### src/rtl/video_in_pack.sv
// rtl/video_in_pack.sv - camera stream capture, 4-pixel packer and line/frame timing checks
module video_in_pack #(
  parameter int WIDTH  = 640,
  parameter int HEIGHT = 480
) (
  input  logic        clk,
  input  logic        nRST,
  input  logic        enable,
  input  logic [7:0]  pixel_in,
  input  logic        frame_valid,
  input  logic        line_valid,
  input  logic        fifo_full,
  input  logic        clr_ovf,
  output logic        w_req,
  output logic [31:0] w_data,
  output logic        busy,
  output logic        frame_done,
  output logic        frame_err,
  output logic        line_err,
  output logic        overflow,
  output logic [9:0]  line_cnt
);

  typedef enum logic [1:0] {SYNC, ARMED, FRAME} state_t;

  localparam logic [10:0] WIDTH_L  = 11'(WIDTH);
  localparam logic [9:0]  HEIGHT_L = 10'(HEIGHT);

  state_t      state;
  logic        fv_d, lv_d;
  logic [10:0] pix_cnt;
  logic [1:0]  slot;
  logic [23:0] pack;

  logic        fv_rise, fv_fall, lv_rise, lv_fall;
  logic        in_frame, pix_ok, line_end;
  logic [1:0]  cur_slot;
  logic [10:0] cnt_base, pix_next;
  logic [9:0]  line_inc, lines_final;

  always_comb begin
    fv_rise     = frame_valid & ~fv_d;
    fv_fall     = ~frame_valid & fv_d;
    lv_rise     = line_valid & ~lv_d;
    lv_fall     = ~line_valid & lv_d;
    in_frame    = (state == FRAME);
    pix_ok      = in_frame & frame_valid & line_valid;
    cur_slot    = lv_rise ? 2'd0 : slot;
    cnt_base    = lv_rise ? 11'd0 : pix_cnt;
    pix_next    = (cnt_base == 11'h7FF) ? cnt_base : cnt_base + 11'd1;
    // A frame ending with line_valid still high closes that line in the same clk.
    line_end    = in_frame & (lv_fall | (fv_fall & line_valid));
    line_inc    = (line_cnt == 10'h3FF) ? line_cnt : line_cnt + 10'd1;
    lines_final = line_end ? line_inc : line_cnt;
  end

  always_ff @(posedge clk or negedge nRST) begin
    if (!nRST) begin
      state      <= SYNC;
      fv_d       <= 1'b0;
      lv_d       <= 1'b0;
      pix_cnt    <= '0;
      slot       <= '0;
      pack       <= '0;
      w_req      <= 1'b0;
      w_data     <= '0;
      busy       <= 1'b0;
      frame_done <= 1'b0;
      frame_err  <= 1'b0;
      line_err   <= 1'b0;
      overflow   <= 1'b0;
      line_cnt   <= '0;
    end else begin
      fv_d       <= frame_valid;
      lv_d       <= line_valid;
      w_req      <= 1'b0;
      frame_done <= 1'b0;
      frame_err  <= 1'b0;
      line_err   <= 1'b0;

      if (clr_ovf)
        overflow <= 1'b0;

      if (pix_ok) begin
        pix_cnt <= pix_next;
        slot    <= cur_slot + 2'd1;
        case (cur_slot)
          2'd0:    pack[7:0]   <= pixel_in;
          2'd1:    pack[15:8]  <= pixel_in;
          2'd2:    pack[23:16] <= pixel_in;
          default: begin
            // A full FIFO drops the word but keeps the slot sequence aligned.
            if (fifo_full) begin
              overflow <= 1'b1;
            end else begin
              w_req  <= 1'b1;
              w_data <= {pixel_in, pack};
            end
          end
        endcase
      end else if (lv_rise) begin
        pix_cnt <= '0;
        slot    <= '0;
      end

      if (line_end) begin
        line_cnt <= line_inc;
        line_err <= (pix_cnt != WIDTH_L);
      end

      case (state)
        SYNC: begin
          if (!frame_valid)
            state <= ARMED;
        end
        ARMED: begin
          if (fv_rise && enable) begin
            state    <= FRAME;
            busy     <= 1'b1;
            line_cnt <= '0;
          end
        end
        FRAME: begin
          if (fv_fall) begin
            state      <= ARMED;
            busy       <= 1'b0;
            frame_done <= 1'b1;
            frame_err  <= (lines_final != HEIGHT_L);
          end
        end
        default: begin
          state <= SYNC;
          busy  <= 1'b0;
        end
      endcase
    end
  end

endmodule

### config.mk
export PLATFORM = sky130hd
export DESIGN_NAME = video_in_pack
export DESIGN_NICKNAME = d
export VERILOG_FILES = /design/src/rtl/video_in_pack.sv
export SDC_FILE = /design/constraint.sdc
export NUM_CORES = 1
export LEC_CHECK = 0
export CAP_MARGIN = 20
export CORE_MARGIN = 4
export CORE_UTILIZATION = 41
export CTS_CLUSTER_DIAMETER = 100
export DETAILED_ROUTE_END_ITERATION = 7
export DONT_BUFFER_PORTS = 1
export GPL_ROUTABILITY_DRIVEN = 0
export HOLD_SLACK_MARGIN = 0.03
export PLACE_DENSITY = 0.61
export SYNTH_ARGS = -nofsm -noshare
export SYNTH_HDL_FRONTEND = slang
export SYNTH_SLANG_ARGS = --single-unit
### constraint.sdc
create_clock -name clk -period 2.2 [get_ports clk]
set_clock_uncertainty 0.2 [all_clocks]
set_input_delay 0.44 -clock clk [delete_from_list [all_inputs] [get_ports clk]]
set_output_delay 0.44 -clock clk [all_outputs]
set_load 0.005 [all_outputs]
==> flow_summary.json, run 1 <==
{
  "outcome": "complete, but fails checks",
  "violations": "negative hold slack",
  "viasPerCell": 5.35,
  "wl_per_cell_um": 16.6,
  "drv_cap": 0,
  "grt_max_degree": 90,
  "worstReg2RegEnd": "frame_err",
  "dr.pass1.iters": 4,
  "synth_nets": 324,
  "synth_area_per_cell_sq_um": 12.8,
  "critPathLaunchType": "register",
  "h-tree-depth": 3,
  "worst_pin_slew_ns": 0.655,
  "setup_viol": 0,
  "synth_top_area_frac": 0.575,
  "synthFlopType": "dfrtp_1",
  "portBuffers": 0,
  "power_density_nw_per_um2": 672,
  "r2r_cells": 7,
  "cts_tree": "yes",
  "grt_pass1_vias": 2564,
  "crit_type": "reg2reg",
  "whs_ns": -0.421,
  "end_kind": "register",
  "r2r_slack_ns": 0.1,
  "die_w_um": 105,
  "yosys_register_bits": 89,
  "start_util": 0.421,
  "met2_length_um": 3710,
  "area_delta_synth_final_pct": 20.5,
  "diodes": 0,
  "antenna_found_initial": 0,
  "ios": 63,
  "routed_wl_um": 7770,
  "post-route-min-period_ns": 2.10,
  "grt_pass1_wl_um": 12700,
  "cts_made_buffers": 9,
  "dp_hpwl_um": 5230,
  "worstPathMaxFanout": 3,
  "wl_met3_um": 559,
  "rr_startpoint": "lv_d",
  "synthTopCellsByCount": "dfrtp_1, mux2_2, nand2_1",
  "synth_area_sq_um": 3870,
  "ant_nets": 0,
  "ys_warn_count": 0,
  "clock_latency_ns": 0.35,
  "ys_top_cells_by_area": "dfrtp_1, mux2_2, mux2_1",
  "ys_seq_area_frac": 0.575,
  "top_layer_used": "met4",
  "syn_inst": 303,
  "yosys.area.top_type": "dfrtp_1",
  "vdd_drop_max_uv": 420,
  "cts_sinks": 89,
  "fillers": 795,
  "cp.arrival_ns": 2.14,
  "ys_types": 47,
  "fmax_ghz": 0.475,
  "track_usage": 0.142,
  "dieArea_sq_um": 11100,
  "power_mw": 3.13,
  "min_period_over_period": 0.956,
  "globalRouteOverflowTotal": 0,
  "drc_errors": 0,
  "required_ns": 2.23,
  "vias": 2507,
  "leakage_nw": 2.26,
  "cts_root_buf": "clkbuf_8",
  "hold_viol": 89,
  "drt_iter0_markers": 67,
  "async_flop_share": 1.00,
  "yosysMostFrequentCell": "dfrtp_1",
  "hp-class": "in2async",
  "final_nets": 374,
  "die_y_um": 105,
  "drive_gt1_frac": 0.330,
  "fp-row-count": 35,
  "final_util": 0.507,
  "final_area_sq_um": 4660,
  "synth_edf_count": 0,
  "placed_area_sq_um": 4230,
  "coreArea_sq_um": 9200,
  "slew_viol_final": 0,
  "hold_buffers": 11,
  "routedLengthMet1_um": 3440,
  "relSlewSlack": 0.563,
  "cts_buffer_depth": 2,
  "cts.clk_slew.worst_paths_ns": 0.09
}
[logic make-up after synthesis]
kind of cell	synth area share
muxes	0.174
adders and majority gates	0.0194
xor gates and xnor gates	0.0249
DFF	0.575
and+or+nand+nor	0.135
AOI/OAI and AO/OA	0.0527
buffers and inverters	0.0184
[worst max-delay path by stage]
stage / startpoint / end / slack, ns / depth (start not counted)
final: lv_d / frame_err / 0.1 / 7
after global routing: lv_d / w_data[2] / -0.01 / 9
after CTS: lv_d / pix_cnt[4] / 0.01 / 9
after detailed placement: line_valid / pix_cnt[4] / -0.02 / 9
after global placement: frame_valid / frame_err / 0.02 / 6
after floorplan: line_valid / pix_cnt[1] / 0.04 / 8
[per-stage QoR]
step	setup slack (ns)	TNS, ns	hold slack, ns	cells
3_5_place_dp	-0.0239	-0.0389	-0.0515	437
5_1_grt	-0.0117	-0.0268	-0.462	469
3_3_place_gp	0.0177	0	-0.0513	437
4_1_cts	0.00959	0	-0.441	464
6_report	0.0960	0	-0.421	469
2_1_floorplan	0.0430	0	-0.0556	303
[flip-flops by register name, summed over array words and instances, names as in the netlist]
name and count:
w_data 32, pack 24, pix_cnt 11, line_cnt 10, slot 2, state 2
busy 1, frame_done 1, frame_err 1, fv_d 1, line_err 1, lv_d 1
overflow 1, w_req 1
[repair_timing]
action | 4_1_cts | 5_1_grt
hold endpoints to repair | 125 | 89
setup endpoints to repair | 0 | 40
buffers inserted | 0 | 3
gates resized for setup | 0 | 8
[cell type report]
| cell class | count | area (sq um) | area share |
|---|---|---|---|
| clock inverters | 6 | 97.6 | 0.0209 |
| flip-flops and latches | 89 | 2230 | 0.478 |
| clock buffers | 10 | 128 | 0.0274 |
| well taps | 111 | 139 | 0.0298 |
| repair buffers | 47 | 439 | 0.0942 |
| inverters | 5 | 18.8 | 0.00403 |
| multi-input cells | 201 | 1610 | 0.346 |
[worst max-delay path, stage by stage, from the launching register on]
cell and delay, ns:
dfrtp_1 0.38, buf_4 0.12, nand2b_1 0.07, a21o_1 0.20, nor4_1 0.35, mux2i_1 0.27, nand4_1 0.11, o31a_1 0.30
[cell usage in the layout (no fill, tap or decap), types with 4 or more instances in the layout]
cell type	n
dfrtp_1	89
mux2_2	49
buf_4	31
nand2_1	20
nor2_1	17
nand3_1	11
dlygate4sd3_1	11
clkbuf_8	9
o21ai_0	8
mux2_1	8
a21oi_1	7
xnor2_1	6
ha_1	6
and3_1	5
a31oi_1	5
xor2_1	5
nand4_1	4
inv_1	4
[per-layer routing]
layer,GRT usage,vias up
met1,0.178,1245
met4,0.0356,0
met5,0,-
li1,-,1184
met2,0.227,72
met3,0.0574,6
[report_power, final]
group          switching, mW  internal, mW
logic                 0.0664        0.0900
registers             0.0354          1.69
clock network          0.591         0.659
No activity file was read; power rests on OpenSTA's default activity.
==> run 2: changes to the inputs <==
--- a/config.mk
+++ b/config.mk
@@ -5,6 +5,7 @@
 export SDC_FILE = /design/constraint.sdc
 export NUM_CORES = 1
 export LEC_CHECK = 0
+export ABC_AREA = 1
 export CAP_MARGIN = 20
 export CORE_MARGIN = 4
 export CORE_UTILIZATION = 41
==> run 2 against run 1 <==
Net effect:
- the run still ends with negative hold slack left
- die area up 4.1%
- power up 12%
- setup slack better by 0.042 ns
- critical endpoint is now w_data[28]
- sequential share of layout area rose by 2.0 points
- flip-flop and latch count is the same
- first-iteration DRC count is 58% higher
- critical path depth is 5 higher
- sequential power grew 13%
- register-to-register slack gained 0.04 ns
- global-route usage is 1.7 points higher
- maximum frequency increased by 2.0%
==> flow_summary.json, run 2 <==
{
  "critPathLaunchType": "register",
  "wl_met3_um": 629,
  "top_regs": "w_data: 32 flops, pack: 24 flops, pix_cnt: 11 flops",
  "drive_gt1_frac": 0.129,
  "yosysMostFrequentCell": "nand2_1",
  "final_util": 0.475,
  "cts_made_buffers": 9,
  "synth_nets": 492,
  "regMostFlops": "w_data",
  "required_ns": 2.28,
  "die_y_um": 107,
  "grt_max_degree": 90,
  "vdd_drop_max_uv": 289,
  "min_period_over_period": 0.937,
  "placed_area_sq_um": 4200,
  "synthFlopType": "dfrtp_1",
  "leakage_nw": 2.25,
  "relSlewSlack": 0.776,
  "coreArea_sq_um": 9420,
  "met2_length_um": 4130,
  "crit_type": "reg2reg",
  "worst_pin_slew_ns": 0.335,
  "globalRouteOverflowTotal": 0,
  "drt_iter0_markers": 106,
  "syn_inst": 471,
  "hp-class": "in2async",
  "worstPathMaxFanout": 16,
  "synth_top_area_frac": 0.551,
  "fp-row-count": 35,
  "violations": "negative hold slack",
  "synth_area_per_cell_sq_um": 8.58,
  "tns_ns": 0,
  "cts_sinks": 89,
  "viasPerCell": 4.81,
  "hold_viol": 89,
  "antenna_found_initial": 0,
  "async_flop_share": 1.00,
  "whs_ns": -0.431,
  "synth_edf_count": 0,
  "cp.arrival_ns": 2.14,
  "cts_root_buf": "clkbuf_8",
  "grt_pass1_wl_um": 14400,
  "h-tree-depth": 3,
  "wl_per_cell_um": 14.3,
  "final_common_cell": "nand2_1",
  "synth_area_sq_um": 4040,
  "ant_nets": 0,
  "top_layer_used": "met4",
  "power_density_nw_per_um2": 787,
  "fillers": 917,
  "clock_latency_ns": 0.36,
  "routed_wl_um": 8850,
  "outcome": "complete, but fails checks",
  "ys_types": 33,
  "diodes": 0,
  "ios": 63,
  "area_delta_synth_final_pct": 10.6,
  "grt_pass1_vias": 2982,
  "synthTopCellsByCount": "nand2_1, dfrtp_1, inv_1",
  "yosys.area.top_type": "dfrtp_1",
  "cts.clk_slew.worst_paths_ns": 0.09,
  "final_area_sq_um": 4470,
  "drc_errors": 0,
  "setup_viol": 0,
  "drv_cap": 0,
  "fmax_ghz": 0.485,
  "vias": 2968,
  "hold_buffers": 3,
  "ys_top_cells_by_area": "dfrtp_1, nand2_1, o21ai_0",
  "power_mw": 3.52,
  "dp_hpwl_um": 6150,
  "track_usage": 0.159,
  "portBuffers": 0,
  "cts_buffer_depth": 2,
  "final_nets": 504,
  "largest_register_ff_count": 32,
  "end_kind": "register",
  "ys_seq_area_frac": 0.551,
  "yosys_register_bits": 89,
  "start_util": 0.429,
  "die_w_um": 107,
  "cts_tree": "yes",
  "dieArea_sq_um": 11500,
  "routedLengthMet1_um": 3950,
  "dr.pass1.iters": 4,
  "slew_viol_final": 0,
  "mostFrequentLayoutCells": "nand2_1, dfrtp_1, inv_1",
  "post-route-min-period_ns": 2.06,
  "ys_warn_count": 0
}
## run 2: changes by cell type after synthesis, sizes merged, moves of 8 or more
cell,before,now
inv,5,50
mux2,57,1
nand2,21,178
nand3,12,20
nor2,20,42
o21ai,9,44
## run 2: area by class of cell
class / count / area, sq um / share of cell area
flip-flops and latches: 89 / 2230 / 0.498
multi-input cells: 321 / 1580 / 0.354
inverters: 50 / 193 / 0.0431
well taps: 129 / 161 / 0.0361
clock buffers: 10 / 128 / 0.0285
repair buffers: 12 / 128 / 0.0285
clock inverters: 6 / 52.6 / 0.0118
## run 2: through the flow
stage	setup slack, ns	std cells
global route	-0.0205	617
CTS	0.0600	614
global placement	0.115	595
floorplan	0.155	471
detailed placement	0.0874	595
finish	0.138	617
## run 2: final timing paths
kind                        startpoint  cells past startpoint         end  slack, ns
max in group asynchronous         nRST                      0     pack[1]       2.08
min                               nRST                      0  pix_cnt[7]      -0.43
max reg2reg                       lv_d                     12  w_data[28]       0.14
min in group clk           pixel_in[7]                      2  w_data[31]       0.06
min reg2reg                   pack[14]                      2  w_data[14]       0.27
max                               lv_d                     12  w_data[28]       0.14
## run 2: layer usage
metal	track usage	vias to the layer above
met2	0.251	57
met3	0.0486	13
met5	0	-
met1	0.205	1406
li1	-	1492
met4	0.0621	0
## run 2: power by group
part	internal (mW)	leakage [nW]	switching, mW
combinational	0.197	0.947	0.318
clock	0.427	0.0850	0.616
sequential	1.82	1.22	0.140
## run 2: logic make-up after synthesis
kind of cell / after synthesis / synth area share
compound gates: 52 / 0.0675
xor+xnor: 11 / 0.0238
fa+ha+maj: 6 / 0.0186
buf+inv: 61 / 0.0613
flops: 89 / 0.551
mux: 1 / 0.00279
simple gates: 251 / 0.275
## run 2: repair_timing
item / CTS / global route
setup endpoints to repair: 0 / 25
buffers inserted: 0 / 2
hold endpoints to repair: 92 / 89
resized for setup: 0 / 7
## run 2: critical path, cell delays in order (launching register included)
cell     delay [ns]
dfrtp_1        0.39
inv_1          0.11
nand2_4        0.07
buf_4          0.16
nand2_1        0.15
inv_1          0.09
ha_1           0.21
nand2_1        0.11
nor2_4         0.05
inv_4          0.14
buf_12         0.17
nand2_1        0.06
o21ai_1        0.08
==> run 3: changes to the inputs <==
--- a/config.mk
+++ b/config.mk
@@ -14,7 +14,7 @@
 export DONT_BUFFER_PORTS = 1
 export GPL_ROUTABILITY_DRIVEN = 0
 export HOLD_SLACK_MARGIN = 0.03
-export PLACE_DENSITY = 0.61
+export PLACE_DENSITY_LB_ADDON = 0.15
 export SYNTH_ARGS = -nofsm -noshare
 export SYNTH_HDL_FRONTEND = slang
 export SYNTH_SLANG_ARGS = --single-unit
==> run 3 against run 2 <==
Net effect:
- the run still ends with negative hold slack left
- via count is 1.3% lower
- cell area is 0.64% lower
- register-to-register slack hardly changed
- first-iteration DRC count grew 45%
- hold slack better by 0.0031 ns
- wire length down 2.1%
- global-route usage fell by 0.23 points
- setup slack worse by 0.0019 ns
- flip-flop and latch count is the same
- sequential power barely moved
- combinational power down 3%
==> flow_summary.json, run 3 (synthesis results as in run 2) <==
{
  "fillers": 957,
  "drc_errors": 0,
  "crit_type": "reg2reg",
  "coreArea_sq_um": 9420,
  "violations": "negative hold slack",
  "critPathLaunchType": "register",
  "antenna_found_initial": 0,
  "min_period_over_period": 0.938,
  "cp.arrival_ns": 2.10,
  "tns_ns": 0,
  "end_kind": "register",
  "whs_ns": -0.428,
  "required_ns": 2.23,
  "r2r_cells": 12,
  "cts_made_buffers": 9,
  "placed_area_sq_um": 4190,
  "cts_buffer_depth": 2,
  "cts_root_buf": "clkbuf_8",
  "hold_viol": 89,
  "final_common_cell": "nand2_1",
  "dr.pass1.iters": 4,
  "leakage_nw": 2.22,
  "start_util": 0.429,
  "dp_hpwl_um": 6080,
  "stdcell_count": 614,
  "worstPathMaxFanout": 6,
  "fp-row-count": 35,
  "critPathBufInv": 2,
  "regMostFlops": "w_data",
  "cp_top_family": "simple AND/OR/NAND/NOR gates",
  "die_y_um": 107,
  "final_nets": 501,
  "path_cells": "inv_1, nand2_4, inv_4, nor2_4, ha_4, nand2_1, nor2_2, nand2_1, nor2_2, nand2_4, nand2_2, mux2_1",
  "ios": 63,
  "globalRouteOverflowTotal": 0,
  "grt_pass1_wl_um": 14200,
  "dp.cells": 595,
  "vias": 2928,
  "final_area_sq_um": 4440,
  "post-route-min-period_ns": 2.06,
  "worst_pin_slew_ns": 0.331,
  "top_regs": "w_data: 32 flops, pack: 24 flops, pix_cnt: 11 flops",
  "cp.depth": 12,
  "hold_buffers": 3,
  "routed_wl_um": 8660,
  "cp_slowest_cell": "dfrtp_1",
  "track_usage": 0.157,
  "h-tree-depth": 3,
  "portBuffers": 0,
  "ant_nets": 0,
  "fmax_ghz": 0.484,
  "mostFrequentLayoutCells": "nand2_1, dfrtp_1, inv_1",
  "diodes": 0,
  "r2r_slack_ns": 0.14,
  "vdd_drop_max_uv": 305,
  "slew_viol_final": 0,
  "critPathMaxStageDelay_ns": 0.35,
  "post-place-ws_ns": 0.103,
  "wl_per_cell_um": 14.1,
  "hp-class": "in2async",
  "setup_viol": 0,
  "grt_max_degree": 90,
  "cts_sinks": 89,
  "die_w_um": 107,
  "drive_gt1_frac": 0.130,
  "drt_iter0_markers": 154,
  "dieArea_sq_um": 11500,
  "cts_tree": "yes",
  "power_density_nw_per_um2": 798,
  "clock_latency_ns": 0.36,
  "setup_slack_ns": 0.136,
  "area_delta_synth_final_pct": 9.90,
  "grt_pass1_vias": 2853,
  "viasPerCell": 4.77,
  "largest_register_ff_count": 32,
  "drv_cap": 0,
  "cts.clk_slew.worst_paths_ns": 0.09,
  "outcome": "complete, but fails checks",
  "rsz0062_at_grt": "false",
  "relSlewSlack": 0.779
}
## run 3: cell types whose count changed in the layout (fill, tap and decap cells not counted), moves of 2 or more
cell / previous run / this run
buf_4: 7 / 5
dfrtp_1: 89 / 87
clkinv_4: 2 / 0
inv_6: 1 / 4
dfrtp_2: 0 / 2
## run 3: through the flow
step | power (mW) | util
after floorplan | 2.37 | -
after global placement | 2.48 | 0.445
after detailed placement | 2.51 | 0.445
after CTS | 3.60 | 0.468
after global routing | 3.78 | 0.472
final | 3.54 | 0.472
## run 3: report_power, final
part           switching (mW)  total [mW]  internal [mW]  leakage [nW]
logic                   0.313       0.501          0.188         0.916
registers               0.156        1.98           1.83          1.21
clock network           0.630        1.06          0.433        0.0929
## run 3: area by class of cell
class	instances	area (sq um)	area share
Sequential cell	89	2230	0.502
Multi-Input combinational cell	321	1600	0.360
Inverter	50	190	0.0428
Tap cell	129	161	0.0363
Clock buffer	9	124	0.0279
Timing Repair Buffer	9	78.8	0.0177
Clock inverter	7	58.8	0.0132
## run 3: path summary, 6_finish.rpt
kind / start / to
worst max-delay path: lv_d / pix_cnt[1]
worst max register to register: lv_d / pix_cnt[1]
min in group clk: fifo_full / w_data[1]
worst min register to register: pack[15] / w_data[15]
max in group asynchronous: nRST / line_cnt[1]
worst min-delay path: nRST / pix_cnt[8]
## run 3: timing repair
item	4_1_cts	5_1_grt
gates resized for setup	0	10
endpoints found under the hold margin	92	89
endpoints found under the setup margin	0	4
setup buffers	0	0
## run 3: metal layers
layer  track usage  share of wire  vias to the layer above
li1              -              -                     1486
met1         0.211           0.47                     1381
met2         0.249           0.47                       52
met3        0.0438          0.053                        9
met4        0.0411          0.011                        0
met5             0              0                        -
